$ cat src/rtl/rst_seq_pkg.sv
// -----------------------------------------------------------------------------
// rst_seq_pkg
//   Shared definitions for the reset sequencer.
//   - state_t : sequencer FSM state encoding
//                 ST_ASSERT=2'd0, ST_STRETCH=2'd1, ST_RELEASE=2'd2, ST_RUN=2'd3
//   - max_int : elaboration-time helper used to size the shared counter
//
//   Build option: RST_SEQ_LOCK_LOSS_EN is left undefined by default, so lock
//   loss while in RUN is ignored unless the build defines it.
// -----------------------------------------------------------------------------
package rst_seq_pkg;

    typedef enum logic [1:0] {
        ST_ASSERT  = 2'd0,
        ST_STRETCH = 2'd1,
        ST_RELEASE = 2'd2,
        ST_RUN     = 2'd3
    } state_t;

    function automatic int max_int(input int a, input int b);
        return (a > b) ? a : b;
    endfunction

endpackage

$ cat src/rtl/rst_seq_sync_2ff.sv
// -----------------------------------------------------------------------------
// sync_2ff
//   One-bit two-flop synchroniser with asynchronous active-high clear to 0.
//   Ports:
//     clk  in  1  destination clock
//     clr  in  1  asynchronous active-high clear
//     d    in  1  asynchronous input
//     q    out 1  synchronised output (two clk edges of latency)
// -----------------------------------------------------------------------------
module sync_2ff (
    input  logic clk,
    input  logic clr,
    input  logic d,
    output logic q
);

    logic meta_q;
    logic sync_q;

    always_ff @(posedge clk or posedge clr) begin
        if (clr) begin
            meta_q <= 1'b0;
            sync_q <= 1'b0;
        end else begin
            meta_q <= d;
            sync_q <= meta_q;
        end
    end

    assign q = sync_q;

endmodule

$ cat src/rtl/rst_seq.sv
// -----------------------------------------------------------------------------
// rst_seq
//   Reset sequencer for the wishbone clock domain. Holds a bank of active-high
//   resets asserted until every lock input has been stable, stretches the
//   reset, then releases the channels one at a time in index order with a
//   fixed gap between releases. Lock loss (before RUN) and software reset
//   requests (in RUN) re-run the whole sequence.
//
//   Parameters:
//     NUM_RST  (1..16) number of reset outputs
//     NUM_LOCK (1..8)  number of lock inputs
//     STRETCH  (>=1)   stable-lock cycles before channel 0 is released
//     GAP      (>=1)   cycles between releases and from last release to ready
//
//   Ports:
//     wb_clk_i    in  1         sole clock
//     async_rst_i in  1         asynchronous active-high reset
//     locked_i    in  NUM_LOCK  lock inputs, asynchronous to wb_clk_i
//     sw_rst_i    in  1         software reset request, only honoured in RUN
//     rst_o       out NUM_RST   active-high resets, channel 0 released first
//     ready_o     out 1         high once every channel is released
//
//   Build option: RST_SEQ_LOCK_LOSS_EN (undefined by default). When defined,
//   lock loss in RUN reasserts the bank; otherwise RUN ignores the locks.
// -----------------------------------------------------------------------------
module rst_seq
    import rst_seq_pkg::*;
#(
    parameter int NUM_RST  = 4,
    parameter int NUM_LOCK = 2,
    parameter int STRETCH  = 16,
    parameter int GAP      = 8
) (
    input  logic                wb_clk_i,
    input  logic                async_rst_i,
    input  logic [NUM_LOCK-1:0] locked_i,
    input  logic                sw_rst_i,
    output logic [NUM_RST-1:0]  rst_o,
    output logic                ready_o
);

    localparam int CW = $clog2(max_int(STRETCH, GAP) + 1);
    localparam int IW = $clog2(NUM_RST + 1);

    localparam logic [CW-1:0] STRETCH_LAST = CW'(STRETCH - 1);
    localparam logic [CW-1:0] GAP_LAST     = CW'(GAP - 1);
    localparam logic [IW-1:0] IDX_END      = IW'(NUM_RST);

    // ---------------------------------------------------------------------
    // Lock synchronisers
    // ---------------------------------------------------------------------
    logic [NUM_LOCK-1:0] lock_sync;
    logic                lock_ok;

    for (genvar g = 0; g < NUM_LOCK; g++) begin : g_lock_sync
        sync_2ff u_sync (
            .clk (wb_clk_i),
            .clr (async_rst_i),
            .d   (locked_i[g]),
            .q   (lock_sync[g])
        );
    end

    assign lock_ok = &lock_sync;

    // ---------------------------------------------------------------------
    // Sequencer state
    // ---------------------------------------------------------------------
    state_t              state_q, state_d;
    logic [CW-1:0]       cnt_q,   cnt_d;
    logic [IW-1:0]       idx_q,   idx_d;
    logic [NUM_RST-1:0]  rst_q,   rst_d;
    logic                ready_q, ready_d;

    always_ff @(posedge wb_clk_i or posedge async_rst_i) begin
        if (async_rst_i) begin
            state_q <= ST_ASSERT;
            cnt_q   <= '0;
            idx_q   <= '0;
            rst_q   <= '1;
            ready_q <= 1'b0;
        end else begin
            state_q <= state_d;
            cnt_q   <= cnt_d;
            idx_q   <= idx_d;
            rst_q   <= rst_d;
            ready_q <= ready_d;
        end
    end

    always_comb begin
        state_d = state_q;
        cnt_d   = cnt_q;
        idx_d   = idx_q;
        rst_d   = rst_q;
        ready_d = ready_q;

        case (state_q)
            ST_ASSERT: begin
                rst_d   = '1;
                ready_d = 1'b0;
                cnt_d   = '0;
                idx_d   = '0;
                if (lock_ok) begin
                    state_d = ST_STRETCH;
                end
            end

            ST_STRETCH: begin
                if (!lock_ok) begin
                    cnt_d   = '0;
                    state_d = ST_ASSERT;
                end else if (cnt_q == STRETCH_LAST) begin
                    rst_d[0] = 1'b0;
                    idx_d    = IW'(1);
                    cnt_d    = '0;
                    state_d  = ST_RELEASE;
                end else begin
                    cnt_d = cnt_q + CW'(1);
                end
            end

            ST_RELEASE: begin
                // Lock loss wins over a release due on the same cycle: the
                // bank is only ever reasserted as a whole.
                if (!lock_ok) begin
                    rst_d   = '1;
                    cnt_d   = '0;
                    idx_d   = '0;
                    state_d = ST_ASSERT;
                end else if (cnt_q == GAP_LAST) begin
                    cnt_d = '0;
                    if (idx_q < IDX_END) begin
                        // Decoded clear keeps the index width independent of
                        // the bank width (idx can legally reach NUM_RST).
                        for (int i = 0; i < NUM_RST; i++) begin
                            if (idx_q == IW'(i)) begin
                                rst_d[i] = 1'b0;
                            end
                        end
                        idx_d = idx_q + IW'(1);
                    end else begin
                        ready_d = 1'b1;
                        state_d = ST_RUN;
                    end
                end else begin
                    cnt_d = cnt_q + CW'(1);
                end
            end

            ST_RUN: begin
                if (sw_rst_i) begin
                    rst_d   = '1;
                    ready_d = 1'b0;
                    cnt_d   = '0;
                    idx_d   = '0;
                    state_d = ST_ASSERT;
                end
`ifdef RST_SEQ_LOCK_LOSS_EN
                else if (!lock_ok) begin
                    rst_d   = '1;
                    ready_d = 1'b0;
                    cnt_d   = '0;
                    idx_d   = '0;
                    state_d = ST_ASSERT;
                end
`endif
            end

            default: begin
                rst_d   = '1;
                ready_d = 1'b0;
                cnt_d   = '0;
                idx_d   = '0;
                state_d = ST_ASSERT;
            end
        endcase
    end

    assign rst_o   = rst_q;
    assign ready_o = ready_q;

endmodule
$ cat config.mk
export PLATFORM = sky130hd
export DESIGN_NAME = rst_seq
export DESIGN_NICKNAME = d
export VERILOG_FILES = /design/src/rtl/rst_seq_pkg.sv /design/src/rtl/rst_seq_sync_2ff.sv /design/src/rtl/rst_seq.sv
export SDC_FILE = /design/constraint.sdc
export NUM_CORES = 1
export LEC_CHECK = 0
export ABC_AREA = 1
export CORE_MARGIN = 2
export CORE_UTILIZATION = 55
export CTS_CLUSTER_DIAMETER = 60
export DETAILED_ROUTE_END_ITERATION = 7
export GPL_ROUTABILITY_DRIVEN = 1
export HOLD_SLACK_MARGIN = 0.08
export PLACE_DENSITY = 0.76
export SLEW_MARGIN = 20
export SYNTH_ARGS = -nofsm -noshare
export SYNTH_HDL_FRONTEND = slang
export SYNTH_SLANG_ARGS = --single-unit
$ cat constraint.sdc
create_clock -name wb_clk_i -period 4.2 [get_ports wb_clk_i]
set_input_delay 0.84 -clock wb_clk_i [delete_from_list [all_inputs] [get_ports wb_clk_i]]
set_output_delay 0.84 -clock wb_clk_i [all_outputs]
set_load 0.02 [all_outputs]
## After elaboration in Yosys (flattened, before gate mapping)

Cells that the tools add are included.

- Divide/modulo/power cells: 0
- Multipliers: 0
- Mux-type cells: 38
- Magnitude comparators: 1
- $add $sub $neg: 2
- Reduce and logical (&&, ||, !) cells: 11
- Bitwise gates (word level): 0
- Equality and inequality tests: 23
- Shift-type cells: 0

Operators by type and width:

| kind | number |
|---|---|
| 5-bit AND reduction | 6 |
| 5-bit two-way mux | 5 |
| 3-bit != test (second input constant) | 8 |
| 5-bit case mux with 4 select lines | 1 |
| 3-bit two-way mux | 6 |
| 4-bit two-way mux | 4 |
| 2-bit two-way mux | 7 |
| 2-bit != test (second input constant) | 7 |
| 3-bit case mux with 4 select lines | 1 |
| 1-bit two-way mux | 10 |
| 3-bit case mux with 3 select lines | 1 |
| 2-bit case mux with 4 select lines | 1 |
| 3-bit by 2-bit == test with 1-bit output (second input constant) | 2 |
| 6-bit AND reduction | 1 |
| 5-bit by 1-bit adder with 5-bit output (second input constant) | 1 |
| 5-bit by 3-bit == test with 1-bit output (second input constant) | 1 |
| 5-bit by 4-bit == test with 1-bit output (second input constant) | 1 |
| 2-bit == test (second input constant) | 2 |
| 1-bit case mux with 4 select lines | 1 |
| 3-bit by 1-bit adder with 3-bit output (second input constant) | 1 |
| 3-bit by 1-bit == test with 1-bit output (second input constant) | 1 |
| 3-bit zero test | 1 |
| 3-bit < comparator (second input constant) | 1 |
| 1-bit case mux with 3 select lines | 1 |
| 4 further kinds | 4 |

- Memories kept: 0
- Register bits: 19
- ROM bits: 0
- Memory bits (writable): 0
- Input bits: 5
- Bits in latches: 0
- Word-level logic and storage cells: 87
- Output and inout port bits: 5

## Logic depth before layout (Yosys ltp)

Gate-level depths: netlist of the first run.

- Depth in word-level cells: 6
- Gate-level depth with buffers: 11
- Mapped depth without buffers: 11

## By module

Synthesis of the first run repeated with hierarchy kept, for this count alone.

- Cells, all modules: 142
- Area total of the unflattened synthesis: 1152.4 um^2

Modules (own cells, without submodules):

| module | instances | sequential area each (um^2) | area an instance (um^2) | cells an instance |
|---|---|---|---|---|
| rst_seq | 1 | 380.4 | 1044.8 | 136 |
| sync_2ff | 2 | 50.0 | 53.8 | 3 |

## Worst setup path before layout of the first run

No wires, ideal clock.

- Kind: input to register
- Start point: input port sw_rst_i
- End point: register idx_q[2]
- Setup time: 0.121 ns
- Path buffers: 0
- Path slack: 2.673 ns
- Data required time: 4.079 ns
- Cell stages on the path: 7
- Data arrival time: 1.406 ns
- Cell sequence: inv_1 nand2_2 nand2_1 nor2_1 nand2_1 nand2_1 o21ai_1

- Longest elaborated chain between the ends: 2

RTL lines:

| element | line | source |
|---|---|---|
| start, declared | rst_seq.sv:37 | `input logic sw_rst_i,` |
| 2-bit != test (no source line) | - |  |
| 5-bit AND reduction (no source line) | - |  |
| end signal, assigned | rst_seq.sv:85 | `idx_q <= idx_d;` |
| end, declared | rst_seq.sv:71 | `logic [IW-1:0] idx_q, idx_d;` |

Every way passes these cells.
A chain may end at the register's enable or synchronous reset.

## Worst setup path after layout of the first run

- Start point: register rst_q[3], in the netlist rst_o[3]
- End point: output port rst_o[3]

RTL lines:

| element | line | source |
|---|---|---|
| start, declared | rst_seq.sv:72 | `logic [NUM_RST-1:0] rst_q, rst_d;` |
| start signal, assigned | rst_seq.sv:86 | `rst_q <= rst_d;` |
| end, declared | rst_seq.sv:38 | `output logic [NUM_RST-1:0] rst_o,` |

No word-level cell between the ends.

==> impl_metrics.ini, run 1 <==
[status]
status = completed

[timing]
slew_headroom_pct = 52.6
period_share_pct = 54.1
hold_ws_ns = 0.363
fmax_mhz = 440
hold_viol_final = 0
tightest_slew_ns = 0.710
timing.final.ws_setup_ns = 1.93
fin_skew_ns = 0.00349
drv_slew = 0
finalSetupViolCount = 0
min_period_ns = 2.27
setup_tns_ns = 0
rsz0062_at_grt = false

[power_and_ir_drop]
peakVddDrop_uv = 347
seq_power_share_pct = 39.7
powerDensity_nw_per_um2 = 452
p_sw_share_pct = 40.9
internal_power_mw = 0.346
comb_power_share_pct = 44.5
p_leak_nw = 0.645
clock_power_share_pct = 15.8
switchingPower_mw = 0.239

[floorplan]
die_w_um = 49.8
die-area_um2 = 2480
core_area_um2 = 1960
pin_count = 10
fp.dieH_um = 49.8
start_util_pct = 58.8
rows = 16

[critical_path]
crit_end = rst_o[3]
crit_chain = clkdlybuf4s50_1
crit_slowest_cell = clkdlybuf4s50_1
arrival_ns = 1.43
crit_path_end_kind = output port
critPathTopFamily = buffers and inverters
reg2reg_to = idx_q[2]
slowest_delay_ns = 0.59
path_depth = 1
critPathRequiredTime_ns = 3.36
reg2reg_from = cnt_q[1]
crit_fanout = 2
setup.worst_path.start = rst_o[3]
start_kind = register
path_buf_inv = 1
crit_type = register to output port
worst-r2r-cell-count = 11
reg2reg_slack_ns = 2.45

[clocking]
cts_resized = 0
clk_latency_ns = 0.29
cts.reportedPaths.clkPinSlew_ns = 0.11
cts_tree = built
cts_hold_buffers = 0
clockRootBuffer = clkbuf_4
clockBufferDepth = 2
htree_levels = 1
clock_sinks = 19
numCtsBuffers = 3
post_cts_buffers = 0

[synth]
syn_nets = 160
synth_cell_types = 23
ys_seq_area_share_pct = 41.6
ys_seq_elements = 19
yosys_warnings = 0
avgSynthCellArea_um2 = 8.07
synth_cells = 143
synth_area_um2 = 1150

[route]
drt_iter0_drc = 17
vias = 944
vias_per_cell = 5.19
wire_per_inst_um = 11.7
drt_first_pass_iters = 4
drt-total-wl_um = 2120
drc = 0
final_antenna_net_count = 0

[final_layout]
area.sequential_um2 = 480
antennaDiodeCount = 0
fin_nets = 173
multi_input_area_um2 = 583
final_util_pct = 65.9
finalInstanceArea_um2 = 1290
synthToLayoutAreaGrowth_pct = 12.0
n_fill_cell = 187
drive_above_1_share_pct = 12.3

[place]
dp_hpwl_um = 1700
gp_congestion = 0.829
dpl_worst_slack_ns = 2.06
post_dp_cell_area_um2 = 1270
port_buffers = 9

[global_route]
grt_pass1_wl_um = 3760
grt_overflow = 0
grt_max_degree = 20
grt_usage_pct = 19.4
grt_pass1_vias = 953
antenna_found_initial = 0

[min_path]
hp-class = register to register

[flow_run]
cap_violations = 0
[state kept, by name (all words and copies together) (netlist names)]
signal / flops
rst_o: 4
g_lock_sync.u_sync.meta_q: 2
g_lock_sync.u_sync.q: 2
cnt_q: 5
ready_o: 1
idx_q: 3
state_q: 2
[cell type report]
cell class | instances | share of cell area [%]
Sequential cell | 19 | 37.2
Clock buffer | 4 | 2.03
Inverter | 21 | 6.10
Timing Repair Buffer | 9 | 6.97
Multi-Input combinational cell | 102 | 45.1
Tap cell | 27 | 2.61
[how the worst min path moves through the flow]
stage	start	to	slack (ns)	cells past startpoint
finish	g_lock_sync[1].u_sync.meta_q	g_lock_sync[1].u_sync.q	0.36	0
global route	g_lock_sync[1].u_sync.meta_q	g_lock_sync[1].u_sync.q	0.38	0
CTS	g_lock_sync[1].u_sync.meta_q	g_lock_sync[1].u_sync.q	0.36	0
detailed placement	g_lock_sync[1].u_sync.meta_q	g_lock_sync[1].u_sync.q	0.34	0
global placement	g_lock_sync[1].u_sync.meta_q	g_lock_sync[1].u_sync.q	0.33	0
floorplan	g_lock_sync[0].u_sync.meta_q	g_lock_sync[0].u_sync.q	0.33	0
[metrics by stage]
| stage | power [mW] | std cells |
|---|---|---|
| after floorplan | 0.430 | 143 |
| after global placement | 0.485 | 178 |
| after detailed placement | 0.496 | 178 |
| after CTS | 0.590 | 182 |
| after global routing | 0.633 | 182 |
| final | 0.585 | 182 |
[synthesized netlist by cell type]
library cell / number / area share [%]
nand3b_1: 1 / 0.65
nand2_2: 4 / 2.2
o21ai_0: 5 / 2.2
o21ai_2: 2 / 1.5
xor2_1: 1 / 0.76
buf_6: 1 / 0.98
dfstp_2: 4 / 9.1
nand2_1: 38 / 12
o21ai_1: 3 / 1.3
nand3_2: 1 / 0.87
inv_2: 1 / 0.33
nand2_4: 1 / 0.98
a21oi_2: 1 / 0.76
nor2_4: 1 / 0.98
o21bai_1: 2 / 1.3
a21oi_1: 4 / 1.7
inv_1: 20 / 6.5
nand4_1: 1 / 0.54
nand3_1: 10 / 4.3
nor2_1: 14 / 4.6
dfrtp_1: 15 / 33
ha_1: 12 / 13
or2_2: 1 / 0.54
[power groups by stage]
stage               clock network, mW  registers, mW  logic [mW]
finish                         0.0924          0.232       0.260
global route                    0.104          0.236       0.293
CTS                            0.0969          0.233       0.261
detailed placement                  0          0.236       0.259
global placement                    0          0.233       0.252
floorplan                           0          0.240       0.191
[routing by layer]
layer	wire, um	global-route usage, %	vias up
li1	-	-	472
met1	937	24.7	439
met2	1070	33.8	26
met3	91	3.64	7
met4	28	5.09	0
met5	0	0	-
[kinds of logic after synthesis]
logic type	count (synthesis)	synth area share, %
AOI/OAI and AO/OA	17	8.78
xor gates and xnor gates	1	0.759
adders and majority gates	12	13.0
buffers and inverters	22	7.81
DFF	19	41.6
and+or+nand+nor	72	28.0
[cell usage in the layout, fill, tap and decap left out, drive strengths merged]
cell / netlist / final
a21oi: 5 / 5
xor2: 1 / 1
ha: 12 / 12
or2: 1 / 1
clkdlybuf4s50: 0 / 9
inv: 21 / 21
clkbuf: 0 / 4
nor2: 15 / 15
nand3: 11 / 11
dfrtp: 15 / 15
nand3b: 1 / 1
o21ai: 10 / 10
nand4: 1 / 1
nand2: 43 / 43
o21bai: 2 / 2
dfstp: 4 / 4
Power figures use the tool's default switching activity.
==> inputs of run 2 (changes only) <==
==> constraint.sdc (replaced) <==
create_clock -name wb_clk_i -period 2.25 [get_ports wb_clk_i]
set_input_delay 0.45 -clock wb_clk_i [delete_from_list [all_inputs] [get_ports wb_clk_i]]
set_output_delay 0.45 -clock wb_clk_i [all_outputs]
set_load 0.02 [all_outputs]
==> results of run 2 <==
The final DEF is identical to that of run 1. Status: completed.
Among the figures that moved: setup slack after placement 2.06 ns -> 0.500 ns; setup slack after layout 1.93 ns -> 0.368 ns; register-to-register setup slack 2.45 ns -> 0.50 ns; total power 0.585 mW -> 1.09 mW; worst IR drop on VDD 347 uV -> 647 uV
==> inputs of run 3 (changes only) <==
--- a/config.mk
+++ b/config.mk
@@ -7,12 +7,12 @@
 export LEC_CHECK = 0
 export ABC_AREA = 1
 export CORE_MARGIN = 2
-export CORE_UTILIZATION = 55
+export CORE_UTILIZATION = 50
 export CTS_CLUSTER_DIAMETER = 60
 export DETAILED_ROUTE_END_ITERATION = 7
 export GPL_ROUTABILITY_DRIVEN = 1
 export HOLD_SLACK_MARGIN = 0.08
-export PLACE_DENSITY = 0.76
+export PLACE_DENSITY = 0.73
 export SLEW_MARGIN = 20
 export SYNTH_ARGS = -nofsm -noshare
 export SYNTH_HDL_FRONTEND = slang
==> constraint.sdc (replaced) <==
create_clock -name wb_clk_i -period 1.7 [get_ports wb_clk_i]
set_input_delay 0.34 -clock wb_clk_i [delete_from_list [all_inputs] [get_ports wb_clk_i]]
set_output_delay 0.34 -clock wb_clk_i [all_outputs]
set_load 0.02 [all_outputs]
==> impl_metrics.ini, run 3 (synthesis results as in run 1) <==
[floorplan]
start_util_pct = 52.7
core_area_um2 = 2190
die-area_um2 = 2710
pin_count = 10
fp.dieH_um = 52.0
rows = 17
die_w_um = 52.0

[final_layout]
final_common_cell = nand2_1
fin_nets = 179
instances_no_fill = 189
regMostFlops = cnt_q
largest_reg_flops = 5
drive_above_1_share_pct = 23.0
antennaDiodeCount = 0
synthToLayoutAreaGrowth_pct = 19.5
finalInstanceArea_um2 = 1380
final_cell_mix = nand2_1 (32), inv_1 (20), dfrtp_1 (15)

[clocking]
numCtsBuffers = 3
clk_latency_ns = 0.31
cts_tree = built
clockRootBuffer = clkbuf_4
clockBufferDepth = 2
htree_levels = 1
clock_sinks = 19
cts.reportedPaths.clkPinSlew_ns = 0.11

[route]
dr_wl_met3_um = 88
final_antenna_net_count = 0
drt-total-wl_um = 2180
drc = 0
vias = 934
vias_per_cell = 4.94
wire_per_inst_um = 11.5
top_layer = met4
drt_first_pass_iters = 4
wl_met2_um = 1030
drt_iter0_drc = 18
wl_met1_um = 1010

[critical_path]
start_kind = register
arrival_ns = 1.85
critPathRequiredTime_ns = 1.95
crit_fanout = 3
reg2reg_slack_ns = 0.09
critPathTopFamily = simple AND/OR/NAND/NOR gates
slowest_delay_ns = 0.42
crit_chain = ha_2 > nand2_2 > nor2_4 > ha_2 > inv_1 > nand2_2 > nor2_2 > inv_1 > nand2_2 > nand2_2 > a21oi_2
path_buf_inv = 2
cp_common_cell = nand2_2
crit_slowest_cell = dfrtp_1
crit_path_end_kind = register
crit_type = register to register

[min_path]
hp-class = input port to asynchronous set/reset pin

[timing]
fin_skew_ns = 0.00305
slew_headroom_pct = 71.0
drv_slew = 0
tightest_slew_ns = 0.434
fmax_mhz = 623
timing.final.ws_setup_ns = 0.0943
period_share_pct = 94.5
hold_viol_final = 0
finalSetupViolCount = 0
min_period_ns = 1.61

[global_route]
antenna_found_initial = 0
grt_pass1_vias = 951
grt_pass1_wl_um = 3860
grt_max_degree = 12
grt_usage_pct = 19.6
grt_overflow = 0

[place]
placedCellCount = 184
dpl_worst_slack_ns = 0.0510
dp_hpwl_um = 1660
post_dp_cell_area_um2 = 1310
port_buffers = 9
gp_congestion = 0.802

[power_and_ir_drop]
finalPower_mw = 1.53
peakVddDrop_uv = 646
powerDensity_nw_per_um2 = 1110
p_leak_nw = 0.673

[flow_run]
cap_violations = 0

[status]
status = completed
## run 3: cell types whose count changed in the layout (fill, tap and decap cells not counted), sizes merged
cell / previous run / this run
buf: 0 / 6
dlygate4sd2: 0 / 4
clkdlybuf4s50: 9 / 5
## run 3: area by class of cell
type                            instances  area, um2
Clock buffer                            4       26.3
Sequential cell                        19        480
Fill cell                             195        812
Timing Repair Buffer                   15        130
Multi-Input combinational cell        102        628
Inverter                               21       78.8
Tap cell                               28       35.0
## run 3: layer usage
layer	up-vias	track usage (%)
met4	0	9.21
li1	484	-
met2	13	32.5
met5	-	0
met3	5	3.45
met1	432	24.7
## run 3: report_power, final
part           switching [mW]  leakage [nW]  internal [mW]  total (mW)
Clock                   0.145        0.0150         0.0918       0.237
Sequential             0.0513         0.239          0.522       0.573
Combinational           0.446         0.419          0.273       0.719
Total                   0.643         0.673          0.886        1.53
## run 3: worst reg2reg max path, cell delays in order (launching register included)
cell and delay (ns):
dfrtp_1 0.42, ha_2 0.19, nand2_2 0.09, nor2_4 0.05, ha_2 0.16, inv_1 0.06
nand2_2 0.06, nor2_2 0.17, inv_1 0.07, nand2_2 0.09, nand2_2 0.07, a21oi_2 0.12
## run 3: through the flow
stage,hold WS [ns],utilization (%),TNS [ns]
2_1_floorplan,0.288,-,0
3_3_place_gp,0.333,59.6,0
3_5_place_dp,0.340,59.6,0
4_1_cts,0.329,60.5,0
5_1_grt,0.363,62.9,-0.0906
6_report,0.314,62.9,0
## run 3: what timing repair did
| action | CTS | global route |
|---|---|---|
| setup buffers | 0 | 1 |
| endpoints found under the setup margin | 4 | 10 |
| pin swaps | 0 | 5 |
| resized for setup | 4 | 15 |
| hold buffers | 0 | 0 |
## run 3: final timing paths
kind | depth (start not counted) | from | end
worst max-delay path | 11 | cnt_q[0] | cnt_q[0]
worst min-delay path | 2 | async_rst_i | ready_o
worst max register to register | 11 | cnt_q[0] | cnt_q[0]
worst min register to register | 0 | g_lock_sync[0].u_sync.meta_q | g_lock_sync[0].u_sync.q
max in group asynchronous | 3 | async_rst_i | g_lock_sync[1].u_sync.meta_q
min in group wb_clk_i | 0 | g_lock_sync[0].u_sync.meta_q | g_lock_sync[0].u_sync.q
